**src/rtl/regfile_mp_if.sv**
```systemverilog
// Register file access bus: write port, two read ports, bulk-clear control and status.
interface regfile_mp_if #(
   parameter int unsigned DATA_W = 8,
   parameter int unsigned DEPTH  = 8
);
   localparam int unsigned ADDR_W = $clog2(DEPTH);

   logic              WRT_EN_i;
   logic [ADDR_W-1:0] WRT_DEST_i;
   logic [DATA_W-1:0] WRT_DATA_i;
   logic [ADDR_W-1:0] RD_ADDR1_i;
   logic [ADDR_W-1:0] RD_ADDR2_i;
   logic [DATA_W-1:0] RD_DATA1_o;
   logic [DATA_W-1:0] RD_DATA2_o;
   logic              CLR_i;
   logic              BUSY_o;
   logic              CLR_DONE_o;
   logic              WRT_ERR_o;

   // Requester side (decode/writeback)
   modport master (
      output WRT_EN_i, WRT_DEST_i, WRT_DATA_i, RD_ADDR1_i, RD_ADDR2_i, CLR_i,
      input  RD_DATA1_o, RD_DATA2_o, BUSY_o, CLR_DONE_o, WRT_ERR_o
   );

   // Register file side
   modport slave (
      input  WRT_EN_i, WRT_DEST_i, WRT_DATA_i, RD_ADDR1_i, RD_ADDR2_i, CLR_i,
      output RD_DATA1_o, RD_DATA2_o, BUSY_o, CLR_DONE_o, WRT_ERR_o
   );
endinterface

```
**src/rtl/regfile_mp.sv**
```systemverilog
// Parametrised multi-port register file with optional zero entry, write bypass,
// range checking and a one-entry-per-cycle bulk-clear engine.
module regfile_mp #(
   parameter int unsigned DATA_W   = 8,
   parameter int unsigned DEPTH    = 8,
   parameter bit          ZERO_REG = 1'b1,
   parameter bit          BYPASS   = 1'b1
) (
   input logic         CLK_i,
   input logic         RST_i,
   regfile_mp_if.slave bus
);
   localparam int unsigned ADDR_W = $clog2(DEPTH);
   // One extra bit so DEPTH itself is representable for range compares.
   localparam logic [ADDR_W:0]   DEPTH_X = (ADDR_W+1)'(DEPTH);
   // DEPTH-1 always fits in ADDR_W bits, so the clear counter needs no extra bit.
   localparam logic [ADDR_W-1:0] LAST    = ADDR_W'(DEPTH - 1);

   typedef enum logic {
      ST_IDLE  = 1'b0,
      ST_CLEAR = 1'b1
   } state_e;

   state_e            state_q, state_d;
   logic [ADDR_W-1:0] cnt_q, cnt_d;
   logic              done_q, done_d;
   logic              err_q, err_d;
   logic [DATA_W-1:0] mem_q [DEPTH];

   logic              dest_ok;
   logic              dest_zero;
   logic              wr_acc;
   logic              clear_en;
   logic [ADDR_W-1:0] rd_addr [2];
   logic [DATA_W-1:0] rd_data [2];

   // Write qualification: only in IDLE, in range, and not into the hardwired zero entry
   always_comb begin
      dest_ok   = ({1'b0, bus.WRT_DEST_i} < DEPTH_X);
      dest_zero = ZERO_REG && (bus.WRT_DEST_i == '0);
      wr_acc    = bus.WRT_EN_i && (state_q == ST_IDLE) && dest_ok && !dest_zero;
      clear_en  = (state_q == ST_CLEAR);
   end

   // Clear FSM next-state, counter and status pulses
   always_comb begin
      state_d = state_q;
      cnt_d   = cnt_q;
      done_d  = 1'b0;
      err_d   = bus.WRT_EN_i && ((state_q == ST_CLEAR) || !dest_ok);
      case (state_q)
         ST_IDLE: begin
            if (bus.CLR_i) begin
               state_d = ST_CLEAR;
               cnt_d   = '0;
            end
         end
         ST_CLEAR: begin
            if (cnt_q == LAST) begin
               state_d = ST_IDLE;
               cnt_d   = '0;
               done_d  = 1'b1;
            end else begin
               cnt_d = cnt_q + ADDR_W'(1);
            end
         end
         default: state_d = ST_IDLE;
      endcase
   end

   // FSM state, counter and status registers
   always_ff @(posedge CLK_i or posedge RST_i) begin
      if (RST_i) begin
         state_q <= ST_IDLE;
         cnt_q   <= '0;
         done_q  <= 1'b0;
         err_q   <= 1'b0;
      end else begin
         state_q <= state_d;
         cnt_q   <= cnt_d;
         done_q  <= done_d;
         err_q   <= err_d;
      end
   end

   // Storage array: clear engine and accepted writes are mutually exclusive by state
   always_ff @(posedge CLK_i or posedge RST_i) begin
      if (RST_i) begin
         for (int unsigned i = 0; i < DEPTH; i++) begin
            mem_q[i] <= '0;
         end
      end else begin
         for (int unsigned i = 0; i < DEPTH; i++) begin
            if (clear_en && (cnt_q == ADDR_W'(i))) begin
               mem_q[i] <= '0;
            end else if (wr_acc && (bus.WRT_DEST_i == ADDR_W'(i))) begin
               mem_q[i] <= bus.WRT_DATA_i;
            end
         end
      end
   end

   // Combinational read ports: range check, zero entry, bypass, then array
   always_comb begin
      rd_addr[0] = bus.RD_ADDR1_i;
      rd_addr[1] = bus.RD_ADDR2_i;
      for (int unsigned p = 0; p < 2; p++) begin
         rd_data[p] = '0;
         if ({1'b0, rd_addr[p]} >= DEPTH_X) begin
            rd_data[p] = '0;
         end else if (ZERO_REG && (rd_addr[p] == '0)) begin
            rd_data[p] = '0;
         end else if (BYPASS && wr_acc && (bus.WRT_DEST_i == rd_addr[p])) begin
            rd_data[p] = bus.WRT_DATA_i;
         end else begin
            rd_data[p] = mem_q[rd_addr[p]];
         end
      end
   end

   assign bus.RD_DATA1_o = rd_data[0];
   assign bus.RD_DATA2_o = rd_data[1];
   assign bus.BUSY_o     = (state_q == ST_CLEAR);
   assign bus.CLR_DONE_o = done_q;
   assign bus.WRT_ERR_o  = err_q;

endmodule
```
**src/flat_wrapper.sv**
```systemverilog
// flat-port wrapper written by rule: the top's interface ports become plain ports
module regfile_mp_flat 
#(
   parameter int unsigned DATA_W   = 8,
   parameter int unsigned DEPTH    = 8,
   parameter bit          ZERO_REG = 1'b1,
   parameter bit          BYPASS   = 1'b1
)
  (CLK_i, RST_i, bus_WRT_EN_i, bus_WRT_DEST_i, bus_WRT_DATA_i, bus_RD_ADDR1_i, bus_RD_ADDR2_i, bus_CLR_i, bus_RD_DATA1_o, bus_RD_DATA2_o, bus_BUSY_o, bus_CLR_DONE_o, bus_WRT_ERR_o);
  regfile_mp_if #(.DATA_W(DATA_W), .DEPTH(DEPTH)) bus_i ();
  input logic CLK_i;
  input logic RST_i;
  input wire logic [$bits(bus_i.WRT_EN_i)-1:0] bus_WRT_EN_i;
  input wire logic [$bits(bus_i.WRT_DEST_i)-1:0] bus_WRT_DEST_i;
  input wire logic [$bits(bus_i.WRT_DATA_i)-1:0] bus_WRT_DATA_i;
  input wire logic [$bits(bus_i.RD_ADDR1_i)-1:0] bus_RD_ADDR1_i;
  input wire logic [$bits(bus_i.RD_ADDR2_i)-1:0] bus_RD_ADDR2_i;
  input wire logic [$bits(bus_i.CLR_i)-1:0] bus_CLR_i;
  output wire logic [$bits(bus_i.RD_DATA1_o)-1:0] bus_RD_DATA1_o;
  output wire logic [$bits(bus_i.RD_DATA2_o)-1:0] bus_RD_DATA2_o;
  output wire logic [$bits(bus_i.BUSY_o)-1:0] bus_BUSY_o;
  output wire logic [$bits(bus_i.CLR_DONE_o)-1:0] bus_CLR_DONE_o;
  output wire logic [$bits(bus_i.WRT_ERR_o)-1:0] bus_WRT_ERR_o;
  assign bus_i.WRT_EN_i = bus_WRT_EN_i;
  assign bus_i.WRT_DEST_i = bus_WRT_DEST_i;
  assign bus_i.WRT_DATA_i = bus_WRT_DATA_i;
  assign bus_i.RD_ADDR1_i = bus_RD_ADDR1_i;
  assign bus_i.RD_ADDR2_i = bus_RD_ADDR2_i;
  assign bus_i.CLR_i = bus_CLR_i;
  assign bus_RD_DATA1_o = bus_i.RD_DATA1_o;
  assign bus_RD_DATA2_o = bus_i.RD_DATA2_o;
  assign bus_BUSY_o = bus_i.BUSY_o;
  assign bus_CLR_DONE_o = bus_i.CLR_DONE_o;
  assign bus_WRT_ERR_o = bus_i.WRT_ERR_o;
  regfile_mp #(.DATA_W(DATA_W), .DEPTH(DEPTH), .ZERO_REG(ZERO_REG), .BYPASS(BYPASS)) u_core (.CLK_i(CLK_i), .RST_i(RST_i), .bus(bus_i));
endmodule
```
**config.mk**
```make
export PLATFORM = sky130hd
export DESIGN_NAME = regfile_mp_flat
export DESIGN_NICKNAME = d
export VERILOG_FILES = /design/src/rtl/regfile_mp_if.sv /design/src/rtl/regfile_mp.sv /design/src/flat_wrapper.sv
export SDC_FILE = /design/constraint.sdc
export NUM_CORES = 1
export LEC_CHECK = 0
export ABC_CLOCK_PERIOD_IN_PS = 8480
export CAP_MARGIN = 5
export CORE_ASPECT_RATIO = 0.8
export CORE_UTILIZATION = 26
export CTS_BUF_LIST = sky130_fd_sc_hd__clkbuf_4 sky130_fd_sc_hd__clkbuf_8 sky130_fd_sc_hd__clkbuf_16
export CTS_CLUSTER_DIAMETER = 80
export DETAILED_ROUTE_END_ITERATION = 16
export GPL_TIMING_DRIVEN = 0
export SKIP_LAST_GASP = 1
export SYNTH_ARGS = -nofsm -noshare
export SYNTH_HDL_FRONTEND = slang
export SYNTH_SLANG_ARGS = --single-unit
```
**constraint.sdc**
```tcl
create_clock -name CLK_i -period 8.48 [get_ports CLK_i]
set_clock_uncertainty 0.2 [all_clocks]
set_input_delay 2.544 -clock CLK_i [delete_from_list [all_inputs] [get_ports CLK_i]]
set_output_delay 2.544 -clock CLK_i [all_outputs]
set_load 0.005 [all_outputs]
```
==> flow_metrics.py <==
metrics = {
    "hold_path": {
        "holdPathStages": 1,
        "worstHoldStart": "u_core.mem_q[58]$_DFFE_PP0P_",
        "min_path_type": "reg2reg",
        "min_to": "u_core.mem_q[58]$_DFFE_PP0P_",
    },
    "clock_tree": {
        "cts_resized": 0,
        "cts_inserted_buffers": 9,
        "htree_levels": 3,
        "clk_pin_slew_ps": 60,
        "cts_tree": "built",
        "cts_setup_buffers": 0,
        "cts_sinks": 70,
        "cts-root-buf": "clkbuf_16",
        "ctsHoldBuffers": 0,
        "clk_path_buf_depth": 2,
        "clock_latency_ps": 340,
    },
    "sta": {
        "min_period_ps": 7620,
        "relSlewSlack_pct": 41.0,
        "fin_crit_sh_pct": 89.9,
        "holdWs_ps": 313,
        "rsz0062_at_grt": "false",
        "slew_violations": 0,
        "max_clock_freq_ghz": 0.131,
        "tightest_slew_ps": 885,
        "finalSetupTns_ps": 0,
        "setup_viol": 0,
        "finalHoldViolations": 0,
    },
    "die": {
        "num_rows": 41,
        "start_util_pct": 27.0,
        "die_w_um": 146,
        "io-pin-count": 40,
        "dieArea_sq_um": 17100,
        "core-area_sq_um": 16000,
        "fp.dieH_um": 117,
    },
    "power_and_ir_drop": {
        "vdd_drop_max_mv": 0.133,
        "combPwrFrac_pct": 34.0,
        "pwr-share-clk_pct": 27.9,
        "internal_power_uw": 922,
        "p_seq_share_pct": 38.0,
        "p_sw_uw": 475,
        "power.density_nw_per_um2": 272,
        "leakage_nw": 2.40,
        "switching_share_pct": 34.0,
    },
    "placed_design": {
        "place_hpwl_mm": 8.98,
        "gp_congestion": 0.838,
        "place.port_buffers": 24,
    },
    "global_routing": {
        "grt_pass1_vias": 3455,
        "grt.overflow.total": 0,
        "grt_max_degree": 71,
        "antenna_found_initial": 0,
        "grt_pass1_wl_mm": 19.7,
        "grtUsageTotal_pct": 15.3,
    },
    "setup_path": {
        "rrSetupSlack_ps": 6380,
        "crit_path_max_fanout": 10,
        "cp-startpoint": "bus_RD_ADDR1_i[1]",
        "crit_path_start_kind": "primary input",
        "cp_common_cell": "clkdlybuf4s50_1",
        "cp_data_arrival_time_ps": 4880,
        "r2r_cells": 5,
        "critPathRequiredTime_ps": 5740,
        "slowest_stage": "mux4_2",
        "crit_family": "buffers and inverters",
        "path_cells": "clkdlybuf4s50_1 > buf_2 > mux4_2 > mux2i_1 > o21ai_0 > o211a_1 > clkdlybuf4s50_1",
        "critical_path.endpoint_type": "output port",
        "critical_path_class": "in2out",
        "cp.buffers_inverters": 3,
        "r2r-end": "u_core.mem_q[24]$_DFFE_PP0P_",
        "rr_startpoint": "u_core.bus.BUSY_o$_DFF_PP0_",
        "cpPeakStageDelay_ps": 540,
    },
    "synthesis": {
        "synth_ff_type": "dfrtp_1",
        "synth_cell_types": 34,
        "synth.top_cell.area_share_pct": 40.5,
        "syn-num-nets": 411,
        "synthCells": 384,
        "synth_area_leaders": "dfrtp_1 41%, mux4_2 15%, mux2i_1 11%",
        "avgSynthCellArea_sq_um": 11.3,
        "synth.most_common_cell": "dfrtp_1",
        "synthArstFlopShare_pct": 100,
        "ys_seq_elements": 70,
        "synth_edf_count": 0,
        "synth_area_sq_um": 4320,
        "synth_area_leader_cell": "dfrtp_1",
        "ys_warn_count": 0,
        "yosysSeqAreaShare_pct": 40.5,
        "yosys-top-cells-count": "70 x dfrtp_1, 48 x mux2i_1, 39 x o21ai_0",
    },
    "finish": {
        "num_antenna_cells": 0,
        "final_nets": 446,
        "drive_above_1_share_pct": 17.5,
        "area_growth_pct": 19.0,
    },
    "detailed_routing": {
        "drtIter0Drc": 343,
        "via_count": 3356,
        "via_per_inst": 5.25,
        "post-route-drc-count": 0,
        "postRouteAntennaNets": 0,
        "wirelength_mm": 12.6,
        "first_pass_iters": 5,
        "wl_per_cell_um": 19.7,
    },
    "flow_run": {
        "cap_violations": 0,
    },
    "outcome": {
        "status": "complete, no violations",
    },
}
how the worst max path moves through the flow:
stage	slack, ps	endpoint	depth (start not counted)
floorplan	2100	bus_RD_DATA1_o[6]	5
global placement	950	bus_RD_DATA1_o[6]	7
detailed placement	880	bus_RD_DATA1_o[6]	7
CTS	880	bus_RD_DATA1_o[6]	7
global route	740	bus_RD_DATA1_o[6]	7
finish	860	bus_RD_DATA1_o[6]	7
layer usage:
metal	up-vias	routed length (um)	global-route usage (%)	share of wire, %
li1	1457	-	-	-
met3	14	1130	4.71	8.9
met5	-	0	0	0
met1	1699	5630	20.8	45
met4	0	142	4.95	1.1
met2	186	5710	23.0	45
state kept, by name, indices dropped and copies added (netlist names):
name	cells
u_core.mem_q	64
u_core.cnt_q	3
u_core.bus.BUSY_o	1
u_core.bus.CLR_DONE_o	1
u_core.bus.WRT_ERR_o	1
power groups by stage:
stage	logic [mW]	clock network [mW]	registers, mW
CTS	0.475	0.396	0.530
floorplan	0.317	0	0.504
detailed placement	0.472	0	0.534
global placement	0.457	0	0.524
global route	0.521	0.409	0.545
finish	0.475	0.390	0.531
cell usage in the layout, fill, tap and decap left out, types with 9 or more instances in the layout:
cell,Yosys,layout
o21ai_0,39,39
mux4_2,29,29
clkbuf_16,0,9
mux2i_1,48,48
and2_1,11,11
clkdlybuf4s50_1,0,24
nand2_1,27,27
dfrtp_1,70,70
o211a_1,16,16
nor2_1,33,33
buf_2,13,13
clkbuf_1,11,11
nand3_1,12,12
inv_1,14,13
worst reg2reg max path, cell delays in order, from the launching register on:
cell and delay (ps):
dfrtp_1 440, nor3b_1 410, nand3b_1 400, buf_2 330
nand3_1 100, o21ai_0 100
metrics by stage:
| stage | worst slack [ps] | area (sq um) | utilization (%) | instances | total power, mW |
|---|---|---|---|---|---|
| after floorplan | 2100 | 4320 | - | 384 | 0.821 |
| after global placement | 947 | 4830 | 30.2 | 623 | 0.981 |
| after detailed placement | 882 | 4830 | 30.2 | 623 | 1.01 |
| after CTS | 883 | 5140 | 32.1 | 639 | 1.40 |
| after global routing | 744 | 5140 | 32.1 | 639 | 1.48 |
| final | 857 | 5140 | 32.1 | 639 | 1.40 |
kinds of logic after synthesis:
family	count (synthesis)	synth area share [%]
compound gates	69	10.5
xor+xnor	6	1.22
fa+ha+maj	6	1.74
buf+inv	52	6.54
flops	70	40.5
mux	80	28.1
simple gates	101	11.5
area by class of cell:
type	count	area [sq um]
Buffer	38	230
Clock buffer	10	239
Clock inverter	6	68.8
Fill cell	1643	10900
Inverter	14	55.1
Multi-Input combinational cell	262	2290
Sequential cell	70	1750
Tap cell	215	269
Timing Repair Buffer	24	240
No activity file was read; power rests on OpenSTA's default activity.
